<file path="src/rtl/debounce_sync.sv">
// Debounces a raw button level into a clean clk-domain level with one-cycle rise/fall pulses.
// Define DEBOUNCE_SYNC_EN to insert a 2-flop synchronizer ahead of the qualifier.
module debounce_sync #(
    parameter int CNT_MAX = 4,
    parameter int CNT_W   = 16
) (
    input  logic clk,
    input  logic reset,
    input  logic btn_in,
    output logic btn_out,
    output logic rise_pulse,
    output logic fall_pulse,
    output logic busy
);

    localparam logic [1:0] IDLE_LOW  = 2'd0;
    localparam logic [1:0] WAIT_HIGH = 2'd1;
    localparam logic [1:0] IDLE_HIGH = 2'd2;
    localparam logic [1:0] WAIT_LOW  = 2'd3;

    localparam logic [CNT_W-1:0] CNT_LAST = CNT_W'(CNT_MAX - 1);
    localparam logic [CNT_W-1:0] CNT_ONE  = CNT_W'(1);

    logic             w_s;
    logic [1:0]       r_state;
    logic [CNT_W-1:0] r_cnt;
    logic             r_btn_out;
    logic             r_rise;
    logic             r_fall;

`ifdef DEBOUNCE_SYNC_EN
    logic [1:0] r_sync;

    always_ff @(posedge clk) begin
        if (reset) begin
            r_sync <= 2'b00;
        end else begin
            r_sync <= {r_sync[0], btn_in};
        end
    end

    assign w_s = r_sync[1];
`else
    assign w_s = btn_in;
`endif

    // NOTE: sequential state uses non-blocking assignments so every flop samples pre-edge values.
    always_ff @(posedge clk) begin
        if (reset) begin
            r_state   <= IDLE_LOW;
            r_cnt     <= '0;
            r_btn_out <= 1'b0;
            r_rise    <= 1'b0;
            r_fall    <= 1'b0;
        end else begin
            r_rise <= 1'b0;
            r_fall <= 1'b0;
            case (r_state)
                IDLE_LOW: begin
                    if (w_s) begin
                        r_state <= WAIT_HIGH;
                        r_cnt   <= CNT_ONE;
                    end else begin
                        r_cnt <= '0;
                    end
                end
                WAIT_HIGH: begin
                    // A reverting sample wins over a count that has reached its limit.
                    if (!w_s) begin
                        r_state <= IDLE_LOW;
                        r_cnt   <= '0;
                    end else if (r_cnt == CNT_LAST) begin
                        r_state   <= IDLE_HIGH;
                        r_cnt     <= '0;
                        r_btn_out <= 1'b1;
                        r_rise    <= 1'b1;
                    end else begin
                        r_cnt <= r_cnt + CNT_ONE;
                    end
                end
                IDLE_HIGH: begin
                    if (!w_s) begin
                        r_state <= WAIT_LOW;
                        r_cnt   <= CNT_ONE;
                    end else begin
                        r_cnt <= '0;
                    end
                end
                WAIT_LOW: begin
                    if (w_s) begin
                        r_state <= IDLE_HIGH;
                        r_cnt   <= '0;
                    end else if (r_cnt == CNT_LAST) begin
                        r_state   <= IDLE_LOW;
                        r_cnt     <= '0;
                        r_btn_out <= 1'b0;
                        r_fall    <= 1'b1;
                    end else begin
                        r_cnt <= r_cnt + CNT_ONE;
                    end
                end
                default: begin
                    r_state <= IDLE_LOW;
                    r_cnt   <= '0;
                end
            endcase
        end
    end

    assign btn_out    = r_btn_out;
    assign rise_pulse = r_rise;
    assign fall_pulse = r_fall;
    assign busy       = (r_state == WAIT_HIGH) || (r_state == WAIT_LOW);

endmodule

</file>
<file path="config.mk">
export PLATFORM = sky130hd
export DESIGN_NAME = debounce_sync
export DESIGN_NICKNAME = d
export VERILOG_FILES = /design/src/rtl/debounce_sync.sv
export SDC_FILE = /design/constraint.sdc
export NUM_CORES = 1
export LEC_CHECK = 0
export BUFFER_PORTS_ARGS = -buffer_cell sky130_fd_sc_hd__buf_2
export CAP_MARGIN = 20
export CORE_MARGIN = 2
export CORE_UTILIZATION = 42
export DETAILED_ROUTE_END_ITERATION = 10
export GPL_ROUTABILITY_DRIVEN = 0
export SETUP_SLACK_MARGIN = 0.02
export SLEW_MARGIN = 15
export SYNTH_ARGS = -nofsm -noshare
export SYNTH_HDL_FRONTEND = slang
export SYNTH_SLANG_ARGS = --single-unit
</file>
<file path="constraint.sdc">
create_clock -name clk -period 2.5 [get_ports clk]
set_input_delay 0.25 -clock clk [delete_from_list [all_inputs] [get_ports clk]]
set_output_delay 0.25 -clock clk [all_outputs]
set_load 0.02 [all_outputs]
</file>
==> metrics.md <==
| Metric | Value |
|---|---|
| Crit path time final | `1.78 ns` |
| Fin. Hold Viols | `0` |
| Hold slack | `0.158 ns` |
| Number of global-route vias before repair | `657` |
| Buffers on Ports | `6` |
| Internal power | `407 uW` |
| Unrepaired setup endpoints after global routing | `false` |
| Routed vias | `703` |
| Core Rows | `16` |
| Clock transition at path regs | `0.11 ns` |
| Max VDD drop | `0.419 mV` |
| Gate power share | `3.4%` |
| Fillers | `204` |
| Hold_sp | `reset` |
| Synth cell types | `27` |
| Post-Syn Area per Cell | `8.82 um^2` |
| CP Max Fanout | `6` |
| Worst rel slew slack | `60.5%` |
| FF-to-FF Start | `r_cnt[0]` |
| Ant diodes | `0` |
| Storage element area | `420 um^2` |
| Slew Limit Fails | `0` |
| Register area share after synthesis | `46.3%` |
| Ports | `7` |
| Fin cells | `138` |
| Clk pwr share | `30.8%` |
| Reg2reg setup slack | `0.72 ns` |
| Hold-fix buffers, CTS | `0` |
| Status | `complete, no violations` |
| Crit Reg-Reg Endpoint | `btn_out` |
| Number of max-cap violations | `0` |
| Initial antenna violation count | `0` |
| Wire per inst | `11.5 um` |
| Longest Clk Path Bufs | `2` |
| Worst r2r path cells | `5` |
| Crit. End Element | `flop` |
| Min-delay worst type | `input port to flop` |
| Hold path cells | `2` |
| WP data required | `2.73 ns` |
| Postcts setup bufs | `0` |
| Sequential fraction of design power | `65.8%` |
| Pwr dens | `523 mW/mm^2` |
| Switch Pwr | `111 uW` |
| Seq cells post-synth | `21` |
| Area delta synth->final | `8.95%` |
| Global-route wire length before repair | `2790 um` |
| Ratio of cells with drive above 1 in the final layout | `9.91%` |
| Syn_nets | `107` |
| Worst EP arrival | `2.02 ns` |
| Post-synth EDFFs | `0` |
| Total Routing Usage GR | `14.6%` |
| Grt ovf | `0` |
| Post-detail-place hpwl | `1180 um` |
| Placed cells | `134` |
| Leak Pwr | `0.312 nW` |
| Commonest register cell after synthesis | `dfxtp_1` |
| Period Utilization, post-route | `71.4%` |
| Resize count post-CTS | `0` |
| Cell area after layout | `990 um^2` |
| Routed WL | `1590 um` |
| Core ar. | `0.00200 mm^2` |
| CTS tree | `built` |
| Ys Warns | `0` |
| Setup violators final | `0` |
| Drt via density | `5.09` |
| Die W | `50.5 um` |
| Cts bufs inserted | `3` |
| Pre-CTS setup slack | `0.713 ns` |
| Post-Syn Area | `908 um^2` |
| Startpoint types | `flop` |
| CTS H-tree lvls | `1` |
| Kind of critical path | `flop to flop` |
| Final #Nets | `116` |
| Setup Skew | `0.00838 ns` |
| 1st-iter DRT viols | `4` |
| Largest net degree at the start of global routing | `16` |
| Setup WS post-layout | `0.716 ns` |
| # clock sinks | `21` |
| Post-DRT Antenna Nets | `0` |
| Syn Inst Count | `103` |
| Area of the multi-input gates | `464 um^2` |
| Clock Root Buffer | `clkbuf_4` |
| Worst skew pair latency | `0.30 ns` |
| Post-layout power | `518 uW` |
| Initial Util | `45.4%` |
| Worst-margin pin slew | `0.591 ns` |
| Die H | `50.5 um` |
| Switching Share | `21.4%` |
| Synth async-reset ratio | `0%` |
| Post-route DRC | `0` |
| Die ar. | `0.00255 mm^2` |
| Final core occ | `49.4%` |
| Final setup TNS | `0 ns` |
| Dpl cell area | `963 um^2` |
| 1st-pass router iterations | `4` |
| Peak Freq | `561 MHz` |
==> cells by family after synthesis <==
| family | synth area share [%] |
|---|---|
| adders and majority gates | 1.38 |
| xor gates and xnor gates | 12.5 |
| DFF | 46.3 |
| muxes | 1.10 |
| AOI/OAI and AO/OA | 4.00 |
| and+or+nand+nor | 32.1 |
| buffers and inverters | 2.62 |
==> synthesized netlist by cell type, types with 2 or more instances <==
master,instances,share of area (%)
a21oi_1,2,1.1
dfxtp_1,21,46
inv_1,4,1.7
nand2_1,6,2.5
nand2b_1,3,2.1
nand3_1,6,3.3
nand4_1,3,2.1
nor2_1,17,7.0
nor3_1,7,3.9
nor4_1,5,3.4
nor4b_1,2,1.9
xnor2_1,11,11
xor2_1,2,1.9
==> layer usage <==
metal	vias to the layer above	track usage [%]	wire (um)
met5	-	0	0
met4	0	2.70	0
met3	0	6.25	93
met2	17	23.9	722
met1	318	18.0	775
li1	368	-	-
==> worst max-delay path by stage <==
stage | start | endpoint | slack (ns) | cells past startpoint
4_1_cts | r_cnt[0] | btn_out | 0.71 | 5
2_1_floorplan | r_cnt[0] | btn_out | 0.90 | 5
5_1_grt | r_cnt[0] | btn_out | 0.46 | 5
6_report | r_cnt[0] | btn_out | 0.72 | 5
3_5_place_dp | r_cnt[0] | btn_out | 0.71 | 5
3_3_place_gp | r_cnt[1] | btn_out | 0.77 | 5
==> sequential cells by signal, summed over array words and instances (netlist names), named ones only <==
name and cells:
fall_pulse 1, rise_pulse 1, btn_out 1, r_state 1, r_cnt 16
==> power groups by stage <==
| stage | sequential, mW | combinational, mW | clock (mW) |
|---|---|---|---|
| after floorplan | 0.350 | 0.0101 | 0 |
| after global placement | 0.348 | 0.0181 | 0 |
| after detailed placement | 0.348 | 0.0182 | 0 |
| after CTS | 0.341 | 0.0180 | 0.167 |
| after global routing | 0.342 | 0.0205 | 0.181 |
| final | 0.341 | 0.0179 | 0.159 |
==> critical path: stages (launching register included) <==
cell     delay (ns)
dfxtp_1        0.36
ha_1           0.22
nor4b_1        0.31
nand4_1        0.31
or2_2          0.36
a31oi_1        0.15
==> area by class of cell <==
type	instances	share of cell area (%)
Tap cell	27	3.41
Sequential cell	21	42.5
Clock buffer	4	2.65
Timing Repair Buffer	6	3.03
Multi-Input combinational cell	76	46.9
Inverter	4	1.52
==> layout by cell type (no fill, tap or decap), drive strengths merged <==
cell,Yosys,layout
nor4b,2,2
mux2i,1,1
clkbuf,1,4
nor3,7,7
o31ai,1,1
ha,1,1
a31oi,1,1
a21boi,1,1
nor4,5,5
xnor2,11,11
nand2b,3,3
inv,4,4
buf,1,6
nand2,6,6
xor2,2,2
nand3,6,6
a21oi,2,2
dfxtp,21,21
nor2,17,17
or2,3,3
or4,1,1
o21ai,1,1
and2,1,1
nand4,4,4
(Power assumes the default switching activity.)
